## config.mk

```make
export PLATFORM = sky130hd
export DESIGN_NAME = control_sequencer
export DESIGN_NICKNAME = d
export VERILOG_FILES = /design/src/rtl/control_sequencer.sv
export SDC_FILE = /design/constraint.sdc
export NUM_CORES = 1
export LEC_CHECK = 0
export CORE_UTILIZATION = 38
export CTS_BUF_LIST = sky130_fd_sc_hd__clkbuf_8
export CTS_CLUSTER_DIAMETER = 120
export DETAILED_ROUTE_END_ITERATION = 12
export PLACE_DENSITY = 0.9
export SLEW_MARGIN = 20
export SYNTH_ARGS = -nofsm -noshare
export SYNTH_HDL_FRONTEND = slang
export SYNTH_SLANG_ARGS = --single-unit
```

## constraint.sdc

```tcl
create_clock -name clock -period 1.7 [get_ports clock]
set_input_delay 0.255 -clock clock [delete_from_list [all_inputs] [get_ports clock]]
set_output_delay 0.255 -clock clock [all_outputs]
set_load 0.01 [all_outputs]
```

## src/rtl/control_sequencer.sv

```systemverilog
// Hardwired control unit for the Mini SRC datapath: sequences fetch (T0-T2)
// and execute (T3-T7) strobes from IR[31:27] and the CON flip-flop result.
module control_sequencer #(
    parameter int              OP_W    = 5,
    parameter logic [OP_W-1:0] ALU_ADD = 5'b00011
) (
    input  logic        clock,
    input  logic        clear,
    input  logic [31:0] IR,
    input  logic        con,
    output logic        PCout,
    output logic        IncPC,
    output logic        MARin,
    output logic        PCin,
    output logic        MDRin,
    output logic        MDRout,
    output logic        IRin,
    output logic        RAMenable,
    output logic        read,
    output logic        write,
    output logic        Gra,
    output logic        Grb,
    output logic        Grc,
    output logic        Rin,
    output logic        Rout,
    output logic        BAout,
    output logic        R15in,
    output logic        Yin,
    output logic        ZLOin,
    output logic        ZLOout,
    output logic        Cout,
    output logic        conin,
    output logic [4:0]  aluControl,
    output logic        run
);

    typedef enum logic [3:0] {
        S_RESET, S_T0, S_T1, S_T2, S_T3, S_T4, S_T5, S_T6, S_T7, S_HALT
    } state_t;

    localparam logic [OP_W-1:0] OP_LD   = OP_W'(5'b00000);
    localparam logic [OP_W-1:0] OP_ST   = OP_W'(5'b00001);
    localparam logic [OP_W-1:0] OP_ADD  = OP_W'(5'b00011);
    localparam logic [OP_W-1:0] OP_SUB  = OP_W'(5'b00100);
    localparam logic [OP_W-1:0] OP_AND  = OP_W'(5'b00101);
    localparam logic [OP_W-1:0] OP_OR   = OP_W'(5'b00110);
    localparam logic [OP_W-1:0] OP_ADDI = OP_W'(5'b01100);
    localparam logic [OP_W-1:0] OP_BR   = OP_W'(5'b10010);
    localparam logic [OP_W-1:0] OP_JR   = OP_W'(5'b10100);
    localparam logic [OP_W-1:0] OP_JAL  = OP_W'(5'b10101);
    localparam logic [OP_W-1:0] OP_HALT = OP_W'(5'b11011);

    state_t          state, next_state;
    logic [OP_W-1:0] opcode;
    logic            is_alu, is_mem;
    logic            unused_ir_bits;

    assign opcode         = IR[31 -: OP_W];
    assign unused_ir_bits = ^IR[31-OP_W:0];
    assign is_alu         = (opcode == OP_ADD) || (opcode == OP_SUB) ||
                            (opcode == OP_AND) || (opcode == OP_OR);
    assign is_mem         = (opcode == OP_LD) || (opcode == OP_ST);

    // NOTE: state is updated with <= so every always_ff reader sees the pre-edge value.
    always_ff @(posedge clock) begin
        if (!clear) state <= S_RESET;
        else        state <= next_state;
    end

    // NOTE: every output gets a default before the case so no latch is inferred.
    always_comb begin
        next_state = state;
        {PCout, IncPC, MARin, PCin, MDRin, MDRout, IRin, RAMenable, read, write} = '0;
        {Gra, Grb, Grc, Rin, Rout, BAout, R15in} = '0;
        {Yin, ZLOin, ZLOout, Cout, conin} = '0;
        aluControl = 5'b00000;
        run        = (state != S_RESET) && (state != S_HALT);

        unique case (state)
            S_RESET: next_state = S_T0;
            S_T0: begin
                {PCout, MARin, IncPC} = '1;
                next_state = S_T1;
            end
            S_T1: begin
                {read, RAMenable, MDRin} = '1;
                next_state = S_T2;
            end
            S_T2: begin
                {MDRout, IRin} = '1;
                next_state = S_T3;
            end
            S_T3: begin
                next_state = S_T4;
                if (opcode == OP_JR) begin
                    {Gra, Rout, PCin} = '1;
                    next_state = S_T0;
                end else if (opcode == OP_JAL) begin
                    {PCout, R15in} = '1;
                end else if (is_alu || opcode == OP_ADDI) begin
                    {Grb, Rout, Yin} = '1;
                end else if (is_mem) begin
                    {Grb, BAout, Yin} = '1;
                end else if (opcode == OP_BR) begin
                    {Gra, Rout, conin} = '1;
                end else if (opcode == OP_HALT) begin
                    next_state = S_HALT;
                end else begin
                    next_state = S_T0;
                end
            end
            S_T4: begin
                next_state = S_T5;
                if (opcode == OP_JAL) begin
                    {Gra, Rout, PCin} = '1;
                    next_state = S_T0;
                end else if (is_alu) begin
                    {Grc, Rout, ZLOin} = '1;
                    aluControl = 5'(opcode);
                end else if (is_mem || opcode == OP_ADDI) begin
                    {Cout, ZLOin} = '1;
                    aluControl = 5'(ALU_ADD);
                end else if (opcode == OP_BR) begin
                    {PCout, Yin} = '1;
                end else begin
                    next_state = S_T0;
                end
            end
            S_T5: begin
                next_state = S_T0;
                if (is_alu || opcode == OP_ADDI) begin
                    {ZLOout, Gra, Rin} = '1;
                end else if (is_mem) begin
                    {ZLOout, MARin} = '1;
                    next_state = S_T6;
                end else if (opcode == OP_BR) begin
                    {Cout, ZLOin} = '1;
                    aluControl = 5'(ALU_ADD);
                    next_state = S_T6;
                end
            end
            S_T6: begin
                next_state = S_T0;
                if (opcode == OP_LD) begin
                    {read, RAMenable, MDRin} = '1;
                    next_state = S_T7;
                end else if (opcode == OP_ST) begin
                    {Gra, Rout, MDRin} = '1;
                    next_state = S_T7;
                end else if (opcode == OP_BR) begin
                    ZLOout = 1'b1;
                    PCin   = con;
                end
            end
            S_T7: begin
                next_state = S_T0;
                if (opcode == OP_LD)      {MDRout, Gra, Rin} = '1;
                else if (opcode == OP_ST) {write, RAMenable} = '1;
            end
            S_HALT: next_state = S_HALT;
            default: next_state = S_RESET;
        endcase
    end

endmodule

```

==> results of run 1 <==
## kinds of logic (layout without fill, tap and decap cells)
logic type                Yosys count  after routing  share of synthesized area (%)
and+or+nand+nor                    63             63                           45.0
AOI/OAI and AO/OA                  35             35                           28.1
buffers and inverters              20            123                           12.7
DFF                                 4              4                           8.21
xor gates and xnor gates            3              3                           3.46
muxes                               2              2                           2.18
other                               1              2                          0.384
## report_power, final
part | total [W] | internal [W] | switching (W)
registers | 0.000128 | 0.000106 | 0.0000214
logic | 0.000625 | 0.000322 | 0.000302
clock network | 0.000207 | 0.000152 | 0.0000550
## timing repair
item                                    4_1_cts  5_1_grt
gates resized for setup                     151       61
cloned                                        4        0
hold buffers                                  0        0
pin swaps                                    24       18
setup buffers                                25       14
endpoints found under the setup margin       29       25
## worst max-delay path, cell delays in order
cell	delay, ns
buf_8	0.11
buf_12	0.13
buf_6	0.13
xor2_4	0.19
nor4_4	0.31
buf_4	0.17
buf_6	0.10
a21o_1	0.12
buf_2	0.14
## Yosys cell counts (all sizes together) (2+ instances only)
library cell  count
buf              12
a21o              3
nand4             3
and3              2
o22ai             2
a31o              2
nor2b             4
nor4              4
a31oi             2
nand4bb           2
dfxtp             4
a211o             2
o21ai             8
nor3b             3
nand2             9
nor2              9
xor2              2
nor3              4
a2111oi           2
nand3             3
or3               3
a21oi             6
inv               4
clkbuf            4
nand3b            4
nand2b            7
## placed cells by master, fill, tap and decap left out, types with 2 or more instances in the layout
master	Yosys	routed
nand2_1	9	5
or3_4	1	2
nor3_1	3	2
clkbuf_8	0	3
o21ai_1	4	3
a211o_1	2	2
a31oi_1	2	2
nor2b_2	0	3
nand2_2	0	4
nand3b_1	3	3
o21ai_2	0	3
inv_1	4	4
buf_4	4	55
a21oi_1	6	6
buf_12	0	4
nor2_1	9	4
buf_2	3	19
clkdlybuf4s50_1	0	2
nor4_4	2	2
nand3_2	0	2
nor2_2	0	4
o21ai_0	4	2
a21o_1	3	3
buf_8	0	5
clkbuf_2	0	5
and3_4	0	2
buf_16	0	2
dfxtp_4	0	3
nor3_4	1	2
nand2b_4	1	4
buf_6	4	23
conb_1	1	2
nand2b_1	6	3
a31o_1	2	2
a2111oi_2	2	2
nand4_1	3	3
## area by class of cell
| class | count | area (um^2) | share of cell area, % |
|---|---|---|---|
| well taps | 28 | 35.0 | 1.60 |
| flip-flops and latches | 4 | 92.6 | 4.22 |
| inverters | 4 | 15.0 | 0.684 |
| multi-input cells | 105 | 981 | 44.7 |
| repair buffers | 116 | 1030 | 46.9 |
| clock buffers | 3 | 41.3 | 1.88 |
## worst paths after layout
check,from,end,cells after the start
max,IR[29],aluControl[1],9
min,IR[31],state[3],6
max reg2reg,state[0],state[1],5
min reg2reg,state[1],state[0],2
## metrics by stage
step	instance area, um^2	util (%)	TNS, ns	hold WS, ns
after floorplan	980	-	0	0.483
after detailed placement	1560	67.4	-18.57	0.631
after global routing	2190	94.7	-4.23	0.643
after CTS	1950	84.0	-1.15	0.579
final	2190	94.7	-2.44	0.618
after global placement	1560	67.4	-17.56	0.592
## per-layer routing
metal	wire length, um	vias up	track usage (%)
met1	2020	780	33.2
met5	0	-	0
met4	631	0	19.3
met3	558	79	2.90
li1	-	689	-
met2	2900	175	66.0
==> results.toml, run 1 <==
[power]
vdd_drop_max_uv = 547
power_w = 0.000959
p_per_area_nw_per_um2 = 437
power_leakage_nw = 1.01

[synth]
synth_top_cell_area_share_pct = 8.21
yosysTopAreaCell = "dfxtp_1"
synthDistinctLibCells = 54
ys_warn_count = 0
yosys_register_bits = 4
netlist_instances = 128
seq_area_frac_synth_pct = 8.21
synthTopCellsByArea = "dfxtp_1 (8.2%), buf_6 (4.6%), nor4_4 (4.4%), nand2b_1 (3.8%), nand2_1 (3.5%)"
synth_edf_count = 0
ys_async_sr_fraction_pct = 0
syn_avg_cell_area_um2 = 7.62
synthesis.area_um2 = 976
synth_flop_cell = "dfxtp_1"

[finish]
largestRegisters = "state: 4 flops"
synthToLayoutAreaGrowth_pct = 125
drive_gt1_share_pct = 71.1
top_register = "state"
diodes = 0
final_nets = 269
largest_reg_flops = 4
stdcell_count = 260
n_fill_cell = 65

[worst_hold_path]
min_path_type = "primary input to flop"

[sta]
slew_violations = 0
hold_viol_final = 0
setup_viol = 23
fin_crit_ns = 1.91
fin_ws_ns = -0.206
rsz0062_at_grt = "true"
finalClockSkew_ns = 0.000526
slew-limit-headroom_pct = 64.3
tightestPinTransition_ns = 0.530
fmaxAchievable_mhz = 525
final.period_utilization_pct = 112

[route]
first_iter_violations = 148
post_drt_wl_per_cell_um = 23.5
drt_pass1_iterations = 5
via_count = 1723
drc = 0
routed_wl_mm = 6.11
via_per_inst = 6.63
antenna_left = 0

[place]
dpl.hpwl_mm = 2.52
place_inst = 214
gp_congestion = 1.01
port-buffer-count = 33
dp_slack_ns = -0.842

[clock_network]
clkSinkCount = 4
ctsHtreeMaxLevel = 1
cts_buffers = 3
path_clk_slew_ns = 0.03
clockRootBuffer = "clkbuf_8"
insertion_delay_ns = 0.22
clockBufferDepth = 2
cts_tree = "built"

[floorplan]
coreArea_um2 = 2320
io_pins = 63
die_x_um = 52.7
std_cell_rows = 17
die-area_um2 = 2770
start_util_pct = 42.1
die_h_um = 52.7

[run_status]
status = "finished, violations left"
violations = "negative setup slack"

[global_route]
grt_max_degree = 14
grt.overflow.total = 0
grt_pass1_vias = 1439
grt_antenna_before_repair = 0
grt_usage_pct = 33.5
grt_pass1_wl_mm = 6.70

[critical_path]
reg2reg_slack_ns = 0.10
cp_max_fo = 5
worstPathArrival_ns = 1.65
critical_path_required_ns = 1.44
worstSetupPathType = "primary input to output pin"
crit_path_start_kind = "primary input"
end_kind = "output pin"

[run]
drv_cap = 0
Power figures use the tool's default switching activity.
==> run 2: changes to the inputs <==
ABC_CLOCK_PERIOD_IN_PS = 1700   (was default)
CELL_PAD_IN_SITES_DETAIL_PLACEMENT = 1   (was default)
CELL_PAD_IN_SITES_GLOBAL_PLACEMENT = 1   (was default)
CORE_UTILIZATION = 25   (was 38)
PLACE_DENSITY = 0.88   (was 0.9)
==> run 2 against run 1 <==
Compared with the run above: largest cell class unchanged; the flow still finishes with violations (negative setup slack); cell area fell by 1.4%; combinational power fell by 7.7%; sequential power barely moved; register-to-register slack got worse by 0.10 ns; total power fell by 4.9%; clock skew rose by 0.0028 ns; critical endpoint is now aluControl[0]; clock power barely moved; global-route usage fell by 4.4 points; worst hold slack got worse by 0.021 ns; clock-buffer cell count did not move.
==> results.toml, run 2 (synthesis results as in run 1) <==
[run_status]
status = "finished, violations left"
violations = "negative setup slack"

[critical_path]
end_kind = "output pin"
critPathLaunch = "state[1]"
rr_startpoint = "state[1]"
critical_path_required_ns = 1.44
cp_max_fo = 3
ff2ff_path_depth = 6
worstPathArrival_ns = 1.73
crit_path_start_kind = "flop"
r2r_end = "state[2]"
reg2reg_slack_ns = 0
worstSetupPathType = "flop to output pin"

[worst_hold_path]
min_path_type = "primary input to flop"
holdPathStages = 5
min_to = "state[1]"
min_from = "IR[29]"

[sta]
finalClockSkew_ns = 0.00336
setup_viol = 19
fmaxAchievable_mhz = 503
final.period_utilization_pct = 117
fin_crit_ns = 1.99
hold_viol_final = 0
fin_ws_ns = -0.287
slew_violations = 0
whs_ns = 0.597
rsz0062_at_grt = "true"

[clock_network]
cts_tree = "built"
path_clk_slew_ns = 0.03
ctsHtreeMaxLevel = 1
clkSinkCount = 4
clockRootBuffer = "clkbuf_8"
cts_buffers = 3
insertion_delay_ns = 0.22
clockBufferDepth = 2
postCtsHoldBufs = 0

[route]
routed_wl_mm = 6.17
post_drt_wl_per_cell_um = 22.2
via_count = 1547
drt_pass1_iterations = 4
drc = 0
antenna_left = 0
first_iter_violations = 84
via_per_inst = 5.56

[floorplan]
start_util_pct = 26.3
io_pins = 63
die_h_um = 64.5
coreArea_um2 = 3720
die-area_um2 = 4160
std_cell_rows = 22
die_x_um = 64.5

[finish]
final_common_cell = "buf_4"
largestRegisters = "state: 4 flops"
final_nets = 267
fin_area_um2 = 2160
largest_reg_flops = 4
most-common-layout-cells = "buf_4 (62), buf_6 (21), buf_2 (13)"
diodes = 0
stdcell_count = 278
synthToLayoutAreaGrowth_pct = 122
top_register = "state"
drive_gt1_share_pct = 68.3

[power]
power_leakage_nw = 0.997
p_per_area_nw_per_um2 = 422
vdd_drop_max_uv = 380
power_w = 0.000912

[place]
gp_congestion = 0.871
place_inst = 241
place_area_um2 = 1640
port-buffer-count = 33
dpl.hpwl_mm = 3.11

[global_route]
grt_pass1_wl_mm = 8.80
grt_max_degree = 12
grt_pass1_vias = 1611
grt_usage_pct = 29.1
grt.overflow.total = 0
grt_antenna_before_repair = 0

[run]
drv_cap = 0
==> run 2: metrics by stage <==
step                TNS [ns]  util (%)  setup slack [ns]
floorplan                  0         -            0.0683
global placement      -17.98      44.1            -0.859
detailed placement    -20.01      44.1            -0.957
CTS                    -2.37      54.6            -0.184
global route           -3.88      58.2            -0.327
finish                 -2.56      58.2            -0.287
==> run 2: how the worst max path moves through the flow <==
stage / end / slack [ns]
after CTS: aluControl[0] / -0.18
after detailed placement: ZLOout / -0.96
after floorplan: aluControl[0] / 0.07
final: aluControl[0] / -0.29
after global placement: ZLOout / -0.86
after global routing: aluControl[0] / -0.33
==> run 2: routing by layer <==
metal | up-vias | part of all wire [%] | track usage [%]
li1 | 681 | - | -
met1 | 759 | 37 | 29.9
met2 | 75 | 52 | 55.3
met3 | 32 | 5.0 | 6.51
met4 | 0 | 6.0 | 13.1
met5 | - | 0 | 0
==> run 2: power by group <==
part | internal [W] | switching (W) | total [W]
Sequential | 0.000106 | 0.0000193 | 0.000125
Clock | 0.000152 | 0.0000584 | 0.000210
Combinational | 0.000298 | 0.000279 | 0.000577
==> run 2: worst max-delay path, cell delays in order, from the launching register on <==
cell	delay, ns
dfxtp_2	0.34
nor3b_4	0.24
nand2_2	0.16
nor4_4	0.21
buf_4	0.18
buf_6	0.09
a21o_1	0.16
buf_6	0.13
==> run 2: timing repair <==
action,in CTS,in global routing
resized for setup,154,41
pin swaps,27,14
buffers inserted,26,10
setup endpoints to repair,29,26
gates cloned,1,1
==> run 2: final cells by class <==
type	instances	area, um^2
clock buffer	3	41.3
fill	441	1550
inverter	4	15.0
multi-input combinational	105	957
sequential	4	90.1
tap	48	60.1
timing repair buffer	114	1000
